--- src/rtl/rom_stream_reader.sv ---
// Walks a ROM from address 0 and streams every byte before the first sentinel on a
// valid/ready port, keeping a running count and sum of the accepted bytes.
module rom_stream_reader #(
    parameter int unsigned       ADDR_W   = 9,
    parameter int unsigned       DATA_W   = 8,
    parameter logic [DATA_W-1:0] SENTINEL = 8'hFF
) (
    input  logic                     control,
    input  logic                     reset,
    input  logic                     start,
    output logic [ADDR_W-1:0]        rom_addr,
    output logic                     rom_readEn,
    input  logic [DATA_W-1:0]        rom_data,
    output logic [DATA_W-1:0]        out_data,
    output logic                     out_valid,
    input  logic                     out_ready,
    output logic                     busy,
    output logic                     done,
    output logic [ADDR_W:0]          count,
    output logic [DATA_W+ADDR_W-1:0] sum
);

    localparam int unsigned CountW = ADDR_W + 1;
    localparam int unsigned SumW   = DATA_W + ADDR_W;

    typedef enum logic [2:0] {
        StIdle,
        StReq,
        StWait,
        StHold,
        StDone
    } state_e;

    state_e state_q, state_d;

    logic [ADDR_W-1:0] addr_q, addr_d;
    logic [DATA_W-1:0] data_q, data_d;
    logic [CountW-1:0] count_q, count_d;
    logic [SumW-1:0]   sum_q, sum_d;

    logic accept;
    logic last_addr;
    logic is_sentinel;

    assign accept      = (state_q == StHold) && out_ready;
    assign last_addr   = (addr_q == {ADDR_W{1'b1}});
    assign is_sentinel = (rom_data == SENTINEL);

    // State register
    always_ff @(posedge control) begin
        if (reset) begin
            state_q <= StIdle;
        end else begin
            state_q <= state_d;
        end
    end

    // Next-state logic
    always_comb begin
        state_d = state_q;
        unique case (state_q)
            StIdle: begin
                if (start) begin
                    state_d = StReq;
                end
            end
            StReq: begin
                state_d = StWait;
            end
            StWait: begin
                state_d = is_sentinel ? StDone : StHold;
            end
            StHold: begin
                // The top address ends the walk so rom_addr never wraps back to 0.
                if (out_ready) begin
                    state_d = last_addr ? StDone : StReq;
                end
            end
            StDone: begin
                state_d = StIdle;
            end
            default: begin
                state_d = StIdle;
            end
        endcase
    end

    // Output decode
    always_comb begin
        rom_readEn = 1'b0;
        out_valid  = 1'b0;
        done       = 1'b0;
        busy       = 1'b1;
        unique case (state_q)
            StIdle:  busy       = 1'b0;
            StReq:   rom_readEn = 1'b1;
            StWait:  ;
            StHold:  out_valid  = 1'b1;
            StDone:  done       = 1'b1;
            default: busy       = 1'b0;
        endcase
    end

    // Datapath next-state
    always_comb begin
        addr_d  = addr_q;
        data_d  = data_q;
        count_d = count_q;
        sum_d   = sum_q;
        if ((state_q == StIdle) && start) begin
            addr_d  = '0;
            count_d = '0;
            sum_d   = '0;
        end
        if ((state_q == StWait) && !is_sentinel) begin
            data_d = rom_data;
        end
        if (accept) begin
            count_d = count_q + CountW'(1);
            sum_d   = sum_q + SumW'(data_q);
            if (!last_addr) begin
                addr_d = addr_q + ADDR_W'(1);
            end
        end
    end

    // Datapath registers
    always_ff @(posedge control) begin
        if (reset) begin
            addr_q  <= '0;
            data_q  <= '0;
            count_q <= '0;
            sum_q   <= '0;
        end else begin
            addr_q  <= addr_d;
            data_q  <= data_d;
            count_q <= count_d;
            sum_q   <= sum_d;
        end
    end

    assign rom_addr = addr_q;
    assign out_data = data_q;
    assign count    = count_q;
    assign sum      = sum_q;

endmodule

--- config.mk ---
export PLATFORM = sky130hd
export DESIGN_NAME = rom_stream_reader
export DESIGN_NICKNAME = d
export VERILOG_FILES = /design/src/rtl/rom_stream_reader.sv
export SDC_FILE = /design/constraint.sdc
export NUM_CORES = 1
export LEC_CHECK = 0
export CORE_ASPECT_RATIO = 1.4
export CORE_MARGIN = 8
export CORE_UTILIZATION = 54
export CTS_CLUSTER_SIZE = 25
export DETAILED_ROUTE_END_ITERATION = 10
export PLACE_DENSITY = 0.84
export SLEW_MARGIN = 10
export SYNTH_ARGS = -nofsm -noshare
export SYNTH_HDL_FRONTEND = slang
export SYNTH_SLANG_ARGS = --single-unit
--- constraint.sdc ---
create_clock -name control -period 5.2 [get_ports control]
set_input_delay 1.04 -clock control [delete_from_list [all_inputs] [get_ports control]]
set_output_delay 1.04 -clock control [all_outputs]
set_load 0.005 [all_outputs]
== Word level (Yosys, flattened, before mapping) ==
Index checks and enable logic that the tools add are counted.

* Shifts and indexed selects: 0
* Reductions and logical operators: 8
* Add/sub/neg operators: 3
* Muxes and demuxes: 16
* Multiply operators: 0
* Equal/unequal tests: 8
* Divide/modulo/power cells: 0
* Bitwise operators: 0
* Order comparisons: 0

{| class="wikitable"
|+ Operator list
! kind !! count
|-
| $mux 17 || 2
|-
| $mux 9 || 3
|-
| $mux 10 || 2
|-
| $add 17x8->17 || 1
|-
| $mux 3 || 4
|-
| $pmux 3 s4 || 1
|-
| $add 10x1->10 const B || 1
|-
| $add 9x1->9 const B || 1
|-
| $eq 9x9->1 const B || 1
|-
| $eq 8x8->1 const B || 1
|-
| $eq 3x2->1 const B || 2
|-
| $mux 1 || 4
|-
| $ne 2x2->1 const B || 2
|-
| $reduce_or 4->1 || 1
|-
| $eq 3x1->1 const B || 1
|-
| $eq 3x3->1 const B || 1
|-
| $logic_and 1x1->1 || 3
|-
| $logic_not 3->1 || 1
|-
| $reduce_and 2->1 || 1
|-
| $reduce_bool 2->1 || 1
|-
| $logic_not 1->1 || 1
|}

* Memories kept: 0
* Flip-flop bits (word level): 47
* Latch bits: 0
* Output and inout port bits: 48
* RAM bits: 0
* Input bits: 12
* ROM bits: 0
* Word-level logic and storage cells: 40

== Logic depth before layout (Yosys ltp) ==
Gate-level depths: netlist of run 1.

* Depth after elaboration: 5
* Gate-level depth with buffers: 8
* Gate-level depth less buffers: 7

== Worst setup path before layout of run 1 ==
OpenSTA, ideal clock, no wires.

* Path type: input port to flip-flop
* From: input out_ready
* To: register count_q[9] (netlist: count[9])
* Arrival: 2.130 ns
* Required time: 5.133 ns
* Cell stages on the path: 5
* Setup time: 0.067 ns
* Path buffers: 1
* Path slack: 3.002 ns
* Path through: and4b_1 > buf_6 > nand4_4 > or4_4 > a21oi_2

* Cells in the longest elaborated chain, start to end: 2
* Elaborated cells between the ends (all ways): 3
* Those cells by class: 1 x mux; 2 x reduce/logical

{| class="wikitable"
|+ RTL lines
! element !! RTL line !! RTL
|-
| from (decl) || 16 || <nowiki>input logic out_ready,</nowiki>
|-
| $logic_and 1x1->1 (*) || 45 || <nowiki>assign accept = (state_q == StHold) && out_ready;</nowiki>
|-
| $mux 10 or $reduce_bool 2->1 (tied branches) || -- ||
|-
| to (signal assigned) || 137 || <nowiki>count_q <= count_d;</nowiki>
|-
| to (decl) || 38 || <nowiki>logic [CountW-1:0] count_q, count_d;</nowiki>
|}

Mark *: on every way between the ends. The rest lies on a longest branch, timed or not.
A chain may end at the register's enable or synchronous reset.

== Final worst setup path of run 1 ==
Ends and elaborated chain as after synthesis.

==> results of run 1 <==
final cells by class:
type                       count  area, µm²
clock buffer                   7      76.32
clock inverter                 1      5.005
fill                         388       1295
inverter                      10      37.54
multi-input combinational    223       1505
sequential                    47      940.9
tap                           62      77.57
timing repair buffer          60      598.1
per-stage QoR:
stage / std cells / total power (W) / worst slack [ns] / instance area [µm²] / utilization [%]
floorplan: 293 / 0.0005255 / 3.002 / 2546 / -
global placement: 402 / 0.0005975 / 2.022 / 3159 / 69.66
detailed placement: 402 / 0.0006024 / 1.948 / 3159 / 69.66
CTS: 410 / 0.0008155 / 2.234 / 3241 / 71.45
global route: 410 / 0.0008510 / 2.124 / 3241 / 71.45
finish: 410 / 0.0008077 / 2.226 / 3241 / 71.45
registers in the layout, indices dropped and copies added (netlist names):
name and count:
count 10, out_data 8, rom_addr 9, state_q 3, sum 17
synth_stat cells (all sizes together), types with 3 or more instances:
master   count
nand3        9
nor4         4
buf          6
mux2i       12
dfxtp       47
nand4        6
nor2        35
o21ai        9
mux2         3
xnor2        6
o211ai       8
a22oi        3
o2111ai      3
a21oi       21
inv         10
or3          5
a211oi       4
clkbuf       7
ha          11
o311ai       4
or2          8
nor3         3
or4          5
nand2       22
layer usage:
metal | vias to the layer above | share of wire [%] | routed length, µm
met5 | - | 0 | 0
met4 | 0 | 1.6 | 106
met3 | 9 | 5.3 | 347
met2 | 62 | 54 | 3508
met1 | 1162 | 39 | 2576
li1 | 1198 | - | -
worst paths after layout:
path	startpoint	end	slack, ns
hold reg to reg	sum[16]	sum[16]	0.48
setup reg to reg	state_q[2]	count[2]	3.00
hold / removal	sum[16]	sum[16]	0.48
setup / recovery	out_ready	count[9]	2.23
power by group:
part	total, W	leakage (nW)	internal, W	switching (W)
sequential	0.000399	0.380	0.000377	0.0000221
combinational	0.000196	0.792	0.0000919	0.000104
clock	0.000213	0.0422	0.0000946	0.000119
cells by family after synthesis:
group	after synthesis	share of synthesized area, %
adder cells (fa/ha/maj)	12	6.192
XOR/XNOR	7	2.408
buffers and inverters	23	3.931
flip-flops	47	36.95
multiplexers	15	6.044
AND/OR/NAND/NOR	116	24.67
AO/OA/AOI/OAI	73	19.80
worst max-delay path, cell delays in order:
cell             delay, ns
clkdlybuf4s50_1       0.53
and4b_1               0.73
nand4_4               0.21
or4_4                 0.55
a21oi_2               0.14
==> results.json, run 1 <==
{
  "period_share_pct": 57.18,
  "drtAntennaViolNets": 0,
  "path_class": "input port to flop",
  "mostFrequentLayoutCell": "clkdlybuf4s50_1",
  "cts_buffers": 5,
  "place_congestion": 0.8819,
  "synth_warnings": 0,
  "rsz0062_at_grt": "no",
  "netlist_instances": 293,
  "wire_per_inst_um": 15.95,
  "synth_top_area_share_pct": 36.95,
  "synth_top_cell_by_area": "dfxtp_1",
  "drt-total-wl_um": 6538,
  "cts_max_path_buffers": 2,
  "pwr_density_cell_nw_per_um2": 249.3,
  "htree_levels": 2,
  "grt-busiest-layer": "met2",
  "drv_cap": 0,
  "grt_usage_pct": 18.69,
  "first_global_vias": 2346,
  "status": "completed",
  "cp-end-kind": "flop",
  "syn_to_final_growth_pct": 27.27,
  "final_cell_mix": "59 x clkdlybuf4s50_1, 47 x dfxtp_1, 35 x nor2_1",
  "period_minus_slack_ns": 2.974,
  "finalNetCount": 371,
  "drc": 0,
  "rr_worst_depth": 4,
  "dieArea_um2": 7200,
  "ys_ff_latch": 47,
  "num_vias": 2431,
  "io_pins": 60,
  "use_met2_pct": 33.83,
  "worstPathRequired_ns": 5.44,
  "drtPass1Iterations": 4,
  "die_h_um": 97.25,
  "grt_pass1_wl_um": 11060,
  "synthTopCellsByArea": "dfxtp_1 37%, ha_1 5.4%, nor2_1 5.2%, mux2i_1 4.7%, a21oi_1 3.9%",
  "clk_latency_ns": 0.30,
  "max_clock_freq_ghz": 0.3363,
  "drv_slew": 0,
  "final-setup-viol-count": 0,
  "cp.arrival_ns": 3.21,
  "dp_hpwl_um": 4859,
  "root_buffer": "clkbuf_8",
  "fin_setup_tns_ns": 0,
  "max-slew-margin-rel_pct": 45.31,
  "cts_resized": 0,
  "synth.distinct_cells": 56,
  "clock-sinks": 47,
  "coreArea_um2": 4536,
  "cp-start-kind": "input port",
  "ir_drop_uv": 204.1,
  "p_leak_nw": 1.214,
  "yosysSeqAreaShare_pct": 36.95,
  "rows": 29,
  "n_antenna_cell": 0,
  "grt_max_degree": 25,
  "finalClockSkew_ns": 0.007747,
  "globalRouteOverflowTotal": 0,
  "avgSynthCellArea_um2": 8.690,
  "post-cts-setup-buffers": 0,
  "drt_iter0_drc": 198,
  "crit_path_max_fanout": 18,
  "antenna_found_initial": 0,
  "drive_gt1_share_pct": 7.471,
  "grt_util_met3_pct": 2.996,
  "die_w_um": 74.04,
  "synthArstFlopShare_pct": 0,
  "hold_slack_ns": 0.4789,
  "start_util_pct": 56.14,
  "grt_use_met1_pct": 20.62,
  "hold-path-cell-count": 2,
  "hold_violations": 0,
  "worst_slew_pin_slew_ns": 0.8173,
  "io_buffers": 59,
  "synth-edff-count": 0,
  "synth_flop_cell": "dfxtp_1",
  "avgViaCountPerCell": 5.929,
  "cts_tree": "done",
  "syn_area_um2": 2546,
  "path_clk_slew_ns": 0.09,
  "min_path_type": "flop to flop",
  "syn_nets": 317,
  "cts.hold.buffers_added": 0
}
No activity file was read; power rests on OpenSTA's default activity.
==> run 2: changes to the inputs <==
- CORE_UTILIZATION: 54 -> 50
- PLACE_DENSITY: 0.84 -> 0.78
- clock period: 5.2 -> 2.8 ns (I/O delays scaled with it)
==> run 2 against run 1 <==
Effect of this change: sequential share of layout area fell by 0.54 points; non-clock buffer count rose by 5; hold slack improved by 0.0069 ns; die area rose by 6.4%; power rose by 97%; global-route usage fell by 1.6 points; sequential power rose by 86%; register-to-register slack got worse by 2.4 ns; worst setup slack got worse by 1.7 ns; clock power rose by 120%; via count fell by 1.0%; critical path type is now flop to primary output; highest routed layer unchanged.
==> results.json, run 2 (synthesis gave the netlist of run 1 again) <==
{
  "status": "completed",
  "internal_power_w": 0.001141,
  "grt_pass1_wl_um": 11040,
  "sw_frac_of_total_pct": 28.27,
  "combPwrFrac_pct": 23.6,
  "p_leak_nw": 1.248,
  "wire_per_inst_um": 15.66,
  "worst_slew_pin_slew_ns": 0.8214,
  "final-setup-viol-count": 0,
  "place_congestion": 0.8887,
  "final_cell_mix": "59 x clkdlybuf4s50_1, 47 x dfxtp_1, 35 x nor2_1",
  "io_pins": 60,
  "max-slew-margin-rel_pct": 45.04,
  "worstPathRequired_ns": 2.24,
  "die_w_um": 76.31,
  "drv_slew": 0,
  "start_util_pct": 52.18,
  "coreArea_um2": 4880,
  "grt_max_degree": 20,
  "first_global_vias": 2414,
  "cp.arrival_ns": 1.68,
  "grt_usage_pct": 17.08,
  "largest_register_ffs": 17,
  "p_seq_share_pct": 46.6,
  "path_clk_slew_ns": 0.08,
  "min_path_type": "flop to flop",
  "cts.hold.buffers_added": 0,
  "cts_max_path_buffers": 2,
  "pwr-share-clk_pct": 29.8,
  "drt-total-wl_um": 6513,
  "dp_hpwl_um": 4835,
  "worst_path_largest_cell_delay_ns": 0.52,
  "drtAntennaViolNets": 0,
  "period_share_pct": 80.17,
  "drt_iter0_drc": 162,
  "die_h_um": 100.4,
  "hold_slack_ns": 0.4857,
  "max_clock_freq_ghz": 0.4455,
  "num_vias": 2406,
  "mostFrequentLayoutCell": "clkdlybuf4s50_1",
  "power_switching_w": 0.0004498,
  "n_antenna_cell": 0,
  "rsz0062_at_grt": "no",
  "fin_setup_tns_ns": 0,
  "post-cts-setup-buffers": 0,
  "drtPass1Iterations": 4,
  "rows": 30,
  "globalRouteOverflowTotal": 0,
  "hold_violations": 0,
  "cts_resized": 0,
  "crit_chain": "or2_2 > xnor2_1 > clkdlybuf4s50_1",
  "cts_buffers": 5,
  "clk_latency_ns": 0.29,
  "htree_levels": 2,
  "dieArea_um2": 7664,
  "cpMaxStageDelayCell": "clkdlybuf4s50_1",
  "crit_path_max_fanout": 8,
  "ir_drop_uv": 365.1,
  "drive_gt1_share_pct": 8.807,
  "avgViaCountPerCell": 5.784,
  "clock-sinks": 47,
  "cp-end-kind": "primary output",
  "root_buffer": "clkbuf_8",
  "finalClockSkew_ns": 0.005637,
  "path_class": "flop to primary output",
  "antenna_found_initial": 0,
  "drc": 0,
  "syn_to_final_growth_pct": 29.68,
  "finalNetCount": 376,
  "drv_cap": 0,
  "cp-start-kind": "flop",
  "pwr_density_cell_nw_per_um2": 481.9,
  "io_buffers": 59,
  "period_minus_slack_ns": 2.245,
  "cts_tree": "done",
  "power_w": 0.001591
}
-- run 2: final timing paths --
check	cells past startpoint	endpoint	slack, ns	start
worst min register to register	2	sum[16]	0.49	sum[16]
worst max-delay path	3	busy	0.56	state_q[0]
worst max register to register	7	sum[8]	0.56	out_data[0]
worst min-delay path	2	sum[16]	0.49	sum[16]
-- run 2: power by group through the flow --
stage	Combinational, W	Sequential (W)	Clock (W)
floorplan	0.000236	0.000740	0
global placement	0.000368	0.000755	0
detailed placement	0.000374	0.000756	0
CTS	0.000376	0.000741	0.000486
global route	0.000411	0.000747	0.000517
finish	0.000376	0.000741	0.000474
-- run 2: cell type report --
class                   instances  area (µm²)
fillers                       420        1578
multi-input cells             223        1505
clock inverters                 1       30.03
flip-flops and latches         47       940.9
clock buffers                   6       72.57
well taps                      64       80.08
inverters                      10       37.54
repair buffers                 65       635.6
-- run 2: stage by stage --
step	setup WS, ns	instance area [µm²]	util (%)	instances
detailed placement	0.2722	3199	65.56	409
floorplan	0.8877	2546	-	293
global route	0.4121	3302	67.67	416
global placement	0.2749	3199	65.56	409
finish	0.5552	3302	67.67	416
CTS	0.5436	3302	67.67	416
-- run 2: metal layers --
metal	wire length [µm]	up-vias	track usage, %
met5	0	-	0
met1	2850	1136	18.17
li1	-	1210	-
met3	255	7	4.204
met4	101	0	7.132
met2	3306	53	31.28
-- run 2: worst max-delay path, delay by kind of cell, from the launching register on --
| kind | cells | cell delay (ns) |
|---|---|---|
| xor gates and xnor gates | 1 | 0.14 |
| buffers and inverters | 1 | 0.52 |
| DFF | 1 | 0.38 |
| and+or+nand+nor | 1 | 0.36 |
==> patch (flow settings as in run 2) <==
Set the parameter `SENTINEL` to 8'hBF (it was 8'hFF).
--- a/src/rtl/rom_stream_reader.sv
+++ b/src/rtl/rom_stream_reader.sv
@@ -5,3 +5,3 @@
     parameter int unsigned       DATA_W   = 8,
-    parameter logic [DATA_W-1:0] SENTINEL = 8'hFF
+    parameter logic [DATA_W-1:0] SENTINEL = 8'hBF
 ) (
Formal check against the unedited RTL: not equivalent (a bounded check fails within 4 cycles, from zero or initial values and one cycle with reset high).
==> patch against run 2 <==
- count of clock-buffer cells in the layout up 1
- sequential cell count unchanged
- worst setup slack worse by 0.0080 ns
- final area shrank 0.42%
- via count decreased by 0.33%
- power fell by 4.6%
- routed wire length down 1.3%
- area after synthesis fell by 1.1%
- largest power group unchanged
==> patch: results (changes against run 2) <==
[metrics] largest net degree at the start of global routing: 24 (+20%)
[metrics] DR WL met3: 327 um (+28%)
[metrics] routed vias/inst: 5.67 (-2.0%)
[metrics] result of the run: completed
[metrics] synthesized area per cell: 8.53 sq um (-1.8%)
[metrics] part of the Yosys area used for sequential elements: 37.4% (+0.42 points)
[metrics] global-route usage over all layers: 16.9% (-0.18 points)
[metrics] destination of the worst register-to-register timing path: sum[7]
[metrics] total half-perimeter wirelength after legalization and detailed placement: 4.91 mm (+1.6%)
[metrics] global-route wire length before repair: 10.9 mm (-1.4%)
[metrics] Iteration-0 DRC Markers: 121 (-25%)
[metrics] total leakage power: 1.23 nW (-1.5%)
[metrics] met1 track demand over resource in global routing: 18.8% (+0.60 points)
[metrics] r2r setup slk: 0.60 ns (+0.04 ns)
[metrics] Min-Delay Startpoint: sum[4]
[metrics] cell types occupying the most area after synthesis: sky130_fd_sc_hd__dfxtp_1, sky130_fd_sc_hd__nor2_1, sky130_fd_sc_hd__ha_1
[metrics] maximum clock skew at final layout: 0.00693 ns (+0.00129 ns)
[metrics] fin nets: 382 (+1.6%)
[metrics] routed metal-1 wirelength: 2.65 mm (-7.1%)
[metrics] wire length reported by the detailed router: 6.43 mm (-1.3%)
[metrics] VDD IR-drop max: 310 uV (-15%)
[metrics] worst flop-to-flop path startpoint: out_data[1]
[metrics] ratio of cells with drive above 1 in the final layout: 9.47% (+0.66 points)
[metrics] worst slew pin tran: 0.561 ns (-0.261 ns)
[metrics] synthesized net count: 319 (+0.63%)
[metrics] final weighted congestion in routability-driven placement: 0.844 (-5.1%)
[metrics] count of placed standard cells in the final layout, fillers left out: 423 (+1.7%)
[metrics] met2 capacity usage during global routing: 29.7% (-1.6 points)
[metrics] number of global-route vias before repair: 2,417 (+0.12%)
[metrics] length in cells of the worst reg-to-reg path: 5 (-2)
[metrics] terminating pin of the worst hold path: sum[4]
-- patch: kinds of logic (layout without fill, tap and decap cells) --
logic type	count (synthesis)	in the layout	synth area share, %
mux	15	15	6.16
fa+ha+maj	12	12	6.26
xor+xnor	7	7	2.44
flops	47	47	37.4
buf+inv	24	88	3.73
compound gates	71	71	19.0
simple gates	119	119	25.0
-- patch: stage by stage --
step           worst slack [ns]  hold slack [ns]  utilization (%)
6_report                  0.547            0.477             67.9
5_1_grt                   0.446            0.505             67.9
4_1_cts                   0.528            0.486             67.9
3_3_place_gp              0.509            0.457             66.2
2_1_floorplan             0.831            0.463                -
3_5_place_dp              0.463            0.473             66.2
-- patch: layout make-up --
class	instances	area (sq um)
fillers	427	1550
multi-input cells	224	1480
flip-flops and latches	47	941
repair buffers	68	658
well taps	64	80.1
clock buffers	7	76.3
inverters	12	45.0
clock inverters	1	5.00
-- patch: report_power, final --
group          switching (mW)  internal [mW]
sequential             0.0418          0.699
clock                   0.219          0.176
combinational           0.192          0.189
total                   0.453           1.06
